[config.mk]
export PLATFORM = sky130hd
export DESIGN_NAME = fib_index
export DESIGN_NICKNAME = d
export VERILOG_FILES = /design/src/rtl/fib_index.sv
export SDC_FILE = /design/constraint.sdc
export NUM_CORES = 1
export LEC_CHECK = 0
export ABC_AREA = 1
export BUFFER_PORTS_ARGS = -buffer_cell sky130_fd_sc_hd__buf_4
export CAP_MARGIN = 25
export CORE_UTILIZATION = 45
export DETAILED_ROUTE_END_ITERATION = 8
export SYNTH_ARGS = -nofsm -noshare
export SYNTH_HDL_FRONTEND = slang
export SYNTH_SLANG_ARGS = --single-unit
export TNS_END_PERCENT = 30
[constraint.sdc]
create_clock -name clock -period 4.1 [get_ports clock]
set_clock_uncertainty 0.2 [all_clocks]
set_input_delay 0.205 -clock clock [delete_from_list [all_inputs] [get_ports clock]]
set_output_delay 0.205 -clock clock [all_outputs]
set_load 0.03 [all_outputs]
[src/rtl/fib_index.sv]
// rtl/fib_index.sv - inverse Fibonacci search: smallest n with F(n) >= target
// Walks F(k) upward one step per cycle from k=1; saturates at F(30), the largest 20-bit term.
module fib_index (
  input  logic        clock,
  input  logic        reset,
  input  logic        in_valid,
  output logic        in_ready,
  input  logic [19:0] in_target,
  output logic        out_valid,
  input  logic        out_ready,
  output logic [7:0]  out_index,
  output logic [19:0] out_value,
  output logic        out_is_fib,
  output logic        out_overflow
);

  typedef enum logic [1:0] {IDLE, RUN, DONE} state_t;

  localparam logic [7:0]  K_MAX = 8'd30;
  localparam logic [19:0] F_MAX = 20'd832040;

  state_t      state, state_next;
  logic [19:0] tgt, a, b;
  logic [7:0]  k;

  logic        load, step, finish;
  logic [7:0]  res_index;
  logic [19:0] res_value;
  logic        res_is_fib, res_overflow;

  always_comb begin
    state_next   = state;
    load         = 1'b0;
    step         = 1'b0;
    finish       = 1'b0;
    res_index    = 8'd0;
    res_value    = 20'd0;
    res_is_fib   = 1'b0;
    res_overflow = 1'b0;
    case (state)
      IDLE: begin
        if (in_valid) begin
          load       = 1'b1;
          state_next = RUN;
        end
      end
      RUN: begin
        // Target 0 is checked first since the walk starts at F(1).
        if (tgt == 20'd0) begin
          finish     = 1'b1;
          res_is_fib = 1'b1;
          state_next = DONE;
        end else if (b >= tgt) begin
          finish     = 1'b1;
          res_index  = k;
          res_value  = b;
          res_is_fib = (b == tgt);
          state_next = DONE;
        end else if (k == K_MAX) begin
          finish       = 1'b1;
          res_index    = K_MAX;
          res_value    = F_MAX;
          res_overflow = 1'b1;
          state_next   = DONE;
        end else begin
          step = 1'b1;
        end
      end
      DONE: begin
        if (out_ready) state_next = IDLE;
      end
      default: state_next = IDLE;
    endcase
  end

  always_ff @(posedge clock) begin
    if (reset) begin
      state        <= IDLE;
      tgt          <= 20'd0;
      a            <= 20'd0;
      b            <= 20'd1;
      k            <= 8'd1;
      out_index    <= 8'd0;
      out_value    <= 20'd0;
      out_is_fib   <= 1'b0;
      out_overflow <= 1'b0;
    end else begin
      state <= state_next;
      if (load) begin
        tgt <= in_target;
        a   <= 20'd0;
        b   <= 20'd1;
        k   <= 8'd1;
      end
      // Stepping stops at k=30, so a+b never exceeds F(30) and cannot wrap.
      if (step) begin
        a <= b;
        b <= a + b;
        k <= k + 8'd1;
      end
      if (finish) begin
        out_index    <= res_index;
        out_value    <= res_value;
        out_is_fib   <= res_is_fib;
        out_overflow <= res_overflow;
      end
    end
  end

  assign in_ready  = (state == IDLE);
  assign out_valid = (state == DONE);

endmodule

Word-level counts from Yosys, hierarchy flattened:

Cells that the tools add are included.

* register bits after elaboration: 100
* input bits: 24
* output and inout port bits: 32
* logic and storage cells: 59

* add/subtract/negate cells: 2
* $lt $le $gt $ge: 1
* equality and inequality tests: 7
* muxes and demuxes: 36
* reduce and logical (&&, ||, !) cells: 4

Operators with widths (count)
* $mux W20: 8
* $mux W8: 5
* $add A20 B20 Y20: 1
* $eq A20 B20 Y1: 1
* $ge A20 B20 Y1: 1
* $logic_not A20 Y1: 1
* $mux W1: 16
* $mux W2: 5
* $add A8 B1 Y8 const B: 1
* $eq A8 B5 Y1 const B: 1
* $pmux W2 S3: 1
* $mux W5: 1
* $ne A4 B4 Y1 const B: 1
* $reduce_and A3 Y1: 1
* $eq A2 B1 Y1 const B: 1
* $eq A2 B2 Y1 const B: 1
* $logic_not A2 Y1: 1
* $ne A2 B1 Y1 const B: 1
* $ne A2 B2 Y1 const B: 1
* $reduce_bool A2 Y1: 1

Depth between registers and ports, before layout:

Gate-level depths: netlist of run 1.

* depth after elaboration: 6
* mapped depth: 17
* depth with buffers taken out: 16

Worst setup path after synthesis of run 1:

OpenSTA, ideal clock, no wires.

* kind: flip-flop to flip-flop
* from: reg b[0]
* to: reg b[16]
* arrival time: 1756 ps
* required time: 3768 ps
* slack: 2011 ps
* cell stages (with the launch flop): 14
* buffers on the path: 0
* clock period less this slack: 2089 ps
* cell sequence: dfxtp_1 ha_1 inv_1 fa_1 o21bai_1 nand2_1 nand2_1 nand2_1 nand2_1 nand2_1 nand2_1 inv_1 nand2_1 a21oi_1

* word-level cells in the longest chain between the ends: 5

RTL lines
* from (decl): RTL line 23 `logic [19:0] tgt, a, b;`
* from (signal assigned): RTL line 98 `b <= a + b;`
* $ge A20 B20 Y1: RTL line 53 `end else if (b >= tgt) begin`
* $mux W1: RTL line 53
* $mux W1: RTL line 49 `if (tgt == 20'd0) begin`
* $mux W1: RTL line 40 `case (state)`
* $mux W20 or $reduce_bool A2 Y1 (tied branches)

Parallel ways exist; a longest one is shown, timed or not.
A chain may end at the register's enable or synchronous reset.

Worst setup path after layout of run 1:

* from: reg b[14]
* to: reg b[17]

Same word-level chain as after synthesis.

==> results.md, run 1 <==
* Status: finished clean
* Startpoint Class: register
* Leak at 3.23 nW
* CP endpoint kind: register
* H-tree depth at 3
* Hold Crit Endpoint: tgt[2]
* Share of layout cells above drive strength 1 at 0.0874
* Sequential element share of the synthesized area at 0.340
* Ys Warns at 0
* N_diodes at 0
* Die Area at 13500 um2
* Fin nets at 1011
* Clock Sinks at 100
* Most frequent CP cell: nand2_1
* Crit path max fanout at 47
* Synth async-reset ratio at 0
* Initial core utilization at 0.465
* R2R setup slack at between 1 and 1.5 ns
* Flops & latches, synth at 100
* DR WL/cell at 13.5 um
* Synthesized instance count at 890
* Clk_lat worst skew at approximately 0.35 ns
* Count of different cell masters after synthesis at 30
* Top area cells in the synthesized netlist: dfxtp_1, nand2_1, ha_1
* Fin Setup TNS at 0 ns
* Routability congestion estimate at 0.836
* IR drop worst, VDD at 305 uV
* Final HPWL DP at between 10000 and 15000 um
* Post-Syn Area at 5890 um2
* Rel. slew slack at 0.458
* Overall Global Routing Usage at 0.238
* P per Cell Area at 333 nW/um2
* Length in cells of the worst reg-to-reg path at 12
* Vias in the first global route at roughly 5200
* Synth top cells by count: nand2_1, inv_1, a21oi_1, dfxtp_1, nand3_1
* Total of cells resized after clock tree synthesis at 0
* Site Rows at 41
* HP Start: in_valid
* Global-route wire length before repair at 25000 um
* CP required at between 4 and 5 ns
* Hold Vio Cnt, Final at 0
* TritonCTS clock tree: yes
* IO Port Bufs at 55
* Min-delay worst type: input pin to register
* Slew @ Worst Pin at 0.812 ns
* Tcrit/Tclk final at 0.713
* Final Worst Setup Slack at 1.18 ns
* Pins Over Slew Limit at 0
* Cell area after layout at 6840 um2
* Hold depth at 3
* Antenna-violating nets left at 0
* Clk buf depth at 2
* DRT Wirelength at 15200 um
* First-pass iteration count of the detailed router at 4
* Top cell type's share of synthesized area at 0.340
* Syn_nets at about 960
* Post-synthesis average cell area at 6.61 um2
* Most numerous cell in the Yosys netlist: nand2_1
* Largest net degree at the start of global routing at 67
* Num CTS Buffers at 9
* Max Cap Viol at 0
* CP arrival at 2.99 ns
* Clock transition at the registers of the reported paths at 0.06 ns
* CTS Root Cell: clkbuf_16
* DR iter-0 viols at 370
* Area Overhead vs Synth at 16.3%
* Residual DRC at 0
* Critical R2R Launch: b[14]
* Die Span X at 116 um
* Initial antenna violation count at 0
* Worst path max stage delay at 0.68 ns
* I/O pin total at 56
* Post-synth top area cell: dfxtp_1
* Critical path class: register to register
* Final Setup Violations at 0
* Filler Cells Inserted at ~1300
* Post-synth EDFFs at 0
* Core footprint at 12700 um2
* Die Ht at roughly 120 um
* Final design utilization at 0.540
* Unrepaired setup endpoints after global routing: no
* Worst slack, placed at 1.16 ns
* Crit Reg-Reg Endpoint: b[17]
* Crit-path cells: ha_1, nand2_1, inv_1, nand2_1, nand2_1, a21oi_2, nand2_2, nor2_4, nand3_4, inv_2, nand2_1, a21oi_1
* Placed Area at approximately 6300 um2
* Final min period at 2.92 ns
* Critical path's slowest cell: inv_2
* Grt ovf at 0
* DR vias at 5597
* Fmax at 0.342 GHz
* Vias per cell at about 5
* Most used flip-flop cell after synthesis: dfxtp_1
## stage by stage
stage / hold WS (ns) / total power, mW / std cells
6_report: 0.0758 / 2.28 / 1122
3_3_place_gp: 0.254 / 1.49 / 1083
2_1_floorplan: 0.173 / 1.39 / 890
5_1_grt: 0.0954 / 2.40 / 1122
4_1_cts: 0.0676 / 2.31 / 1121
3_5_place_dp: 0.257 / 1.50 / 1083
## cells in the final DEF, fill, tap and decap left out, types with 2 or more instances in the layout
master,n
xnor2_1,7
nor3_1,6
dlygate4sd3_1,22
nor2_2,2
nor2_1,75
ha_1,41
clkbuf_16,9
buf_4,58
nor4_1,5
nand4_1,11
o21ai_0,24
dfxtp_1,100
nand2_1,240
inv_1,129
xor2_1,8
nand3b_1,7
o21bai_1,7
inv_2,3
a21oi_1,101
clkbuf_1,5
nand3_1,76
nand2_2,3
## worst max-delay path by stage
stage	endpoint	slack [ns]	cells past startpoint	from
after floorplan	b[16]	2.01	13	b[0]
after global placement	b[0]	1.25	13	b[17]
after detailed placement	b[17]	1.16	12	b[14]
after CTS	b[17]	1.15	12	b[14]
after global routing	k[4]	0.90	12	b[14]
final	b[17]	1.18	12	b[14]
## flip-flops by register name, indices dropped and copies added (netlist names)
signal	cells
out_is_fib	1
state	2
a	20
out_overflow	1
k	8
out_index	8
b	20
tgt	20
out_value	20
## timing repair
action | CTS | global route
hold endpoints to repair | 21 | 0
hold buffers | 22 | 0
setup endpoints to repair | 0 | 0
buffers inserted | 0 | 0
## where the power goes
group | internal (mW) | switching [mW]
Sequential | 1.02 | 0.0275
Combinational | 0.142 | 0.304
Clock | 0.430 | 0.357
Total | 1.59 | 0.688
## cell type report
class                   count  area (um2)  area share
well taps                 172         215      0.0314
flip-flops and latches    100        2000       0.293
clock inverters             1        7.51     0.00110
repair buffers             81         671      0.0980
clock buffers              15         258      0.0377
inverters                 132         495      0.0724
multi-input cells         621        3190       0.467
## worst max-delay path, delay by kind of cell (launching register included)
family	cells	cell delay, ns
compound gates	2	0.37
flops	1	0.45
simple gates	7	0.82
fa+ha+maj	1	0.27
buf+inv	2	0.72
## cell families (layout without fill, tap and decap cells)
kind of cell / after synthesis / in the layout / share of synthesized area
flip-flops: 100 / 100 / 0.340
adder cells (fa/ha/maj): 42 / 42 / 0.0906
buffers and inverters: 169 / 229 / 0.118
AO/OA/AOI/OAI: 134 / 134 / 0.118
XOR/XNOR: 15 / 15 / 0.0223
AND/OR/NAND/NOR: 430 / 430 / 0.311
## routing by layer
metal / vias to the layer above / global-route usage / share of wire
met5: - / 0 / 0
met4: 0 / 0.0479 / 0.0071
met3: 6 / 0.0488 / 0.034
met2: 107 / 0.400 / 0.48
met1: 2551 / 0.314 / 0.48
li1: 2933 / - / -
Note: power is estimated with default switching activity, not from simulation.
==> run 2, diff against run 1 <==
Settings changed: PLACE_DENSITY set to 0.66.
Clock period 4.1 ns to 2.4 ns, I/O delays scaled along.
==> results.md, run 2 (synthesis gave the netlist of run 1 again) <==
* Initial core utilization at 0.465
* IR drop worst, VDD at approximately 340 uV
* Clk network pwr share at 0.333
* Worst path max stage delay at 0.34 ns
* Unrepaired setup endpoints after global routing: yes
* Status: finished clean
* Hold Vio Cnt, Final at 0
* Crit path max fanout at 8
* Sequential share of power at 0.408
* Die Span X at 116 um
* Most frequent CP cell: nand2_1
* I/O pin total at 56
* Startpoint Class: register
* Rel. slew slack at 0.484
* Critical path's slowest cell: dfxtp_2
* Final HPWL DP at 11000 um
* DR WL/cell at about 15 um
* CTS Root Cell: clkbuf_16
* Routability congestion estimate at 0.889
* CP endpoint kind: register
* Vias in the first global route at 5171
* DR iter-0 viols at 596
* Grt ovf at 0
* Fin nets at 1071
* Clk buf depth at 2
* IO Port Bufs at 55
* Largest net degree at the start of global routing at 87
* Clk_lat worst skew at 0.36 ns
* Logic gate share of total power at 0.259
* Die Area at 13500 um2
* Area Overhead vs Synth at 35.0%
* Share of layout cells above drive strength 1 at 0.235
* Die Ht at 116 um
* CP required at 2.40 ns
* Slew @ Worst Pin at 0.775 ns
* Number of buffers and inverters on the critical path at 3
* Crit-path cells: inv_2, ha_4, a21oi_2, nand2_2, nand2_1, nand2_1, nand2_1, nand2_2, nor2_4, nand3_4, buf_6, clkbuf_16, nand3_1, a21oi_1
* Site Rows at 41
* Clock transition at the registers of the reported paths at roughly 0.080 ns
* Filler Cells Inserted at 1146
* Storage cell area at 2030 um2
* Commonest cells after routing, fill and taps aside: nand2_1, inv_1, buf_4, a21oi_1, dfxtp_1
* Power, Total at 4.40 mW
* Antenna-violating nets left at 0
* Min-delay worst type: input pin to register
* First-pass iteration count of the detailed router at 5
* Fmax at 0.428 GHz
* TritonCTS clock tree: yes
* Leak at 3.65 nW
* Pins Over Slew Limit at 0
* Cell area after layout at 7950 um2
* Placed Area at 6750 um2
* Initial antenna violation count at 0
* Area of the multi-input gates at 3540 um2
* Final design utilization at 0.627
* Worst slack, placed at 0.0999 ns
* Final hold slack at 0.122 ns
* Commonest non-fill, non-tap cell in the layout: nand2_1
* Final Worst Setup Slack at 0.0631 ns
* CP top delay family: simple AND/OR/NAND/NOR gates
* Power Internal at 3.00 mW
* Num CTS Buffers at 9
* N_diodes at 0
* Overall Global Routing Usage at 0.234
* Max Cap Viol at 0
* Core footprint at 12700 um2
* Switching Share at 0.318
* Tcrit/Tclk final at 0.974
* Vias per cell at 5.07
* Final Setup Violations at 0
* Clock Sinks at 100
* Final min period at 2.34 ns
* P per Cell Area at 554 nW/um2
* Critical path class: register to register
* CP arrival at 2.34 ns
* Switching power at about 1.4 mW
* Global-route wire length before repair at between 20000 and 25000 um
* H-tree depth at 3
* DRT Wirelength at 17200 um
* DR vias at roughly 6000
* Residual DRC at 0
## run 2: cell count changes in the layout (fill, tap and decap cells not counted), sizes merged
cell,delta
buf,+53
clkbuf,+3
clkinv,+1
inv,+2
clkinvlp,+1
## run 2: worst paths after layout
check | from | end | slack, ns | depth (start not counted)
worst max-delay path | tgt[7] | b[8] | 0.06 | 14
worst min-delay path | reset | out_value[16] | 0.12 | 4
worst max register to register | tgt[7] | b[8] | 0.06 | 14
worst min register to register | out_value[5] | out_value[5] | 0.26 | 2
## run 2: repair_timing
| action | in CTS | in global routing |
|---|---|---|
| resized for setup | 0 | 107 |
| hold buffers | 22 | 0 |
| endpoints found under the setup margin | 0 | 74 |
| endpoints found under the hold margin | 21 | 0 |
| buffers inserted | 0 | 5 |
## run 2: per-layer routing
metal	wire (um)	vias to the layer above	GRT usage
met3	852	27	0.0353
li1	-	3062	-
met1	8000	2742	0.323
met5	0	-	0
met2	8000	157	0.382
met4	338	0	0.0607
## run 2: power by group through the flow
stage / Clock (mW) / Sequential (mW) / Combinational (mW)
after global routing: 1.54 / 1.81 / 1.23
after global placement: 0 / 1.83 / 0.828
after floorplan: 0 / 1.89 / 0.479
final: 1.47 / 1.80 / 1.14
after CTS: 1.48 / 1.79 / 0.866
after detailed placement: 0 / 1.83 / 0.832
## run 2: final cells by class
class                           instances  share of cell area
Inverter                              132              0.0633
Multi-Input combinational cell        621               0.446
Sequential cell                       100               0.255
Tap cell                              172              0.0271
Timing Repair Buffer                  141               0.171
Clock inverter                          5             0.00551
Clock buffer                           11              0.0318
## run 2: stage by stage
stage	cells	TNS [ns]
finish	1182	0
global route	1182	-3.29
CTS	1165	0
detailed placement	1127	0
global placement	1127	0
floorplan	890	0
## run 2: tightest hold or removal path: stages
cell and delay, ns:
buf_4 0.08, inv_1 0.25, nand2_1 0.15, nor2_1 0.03
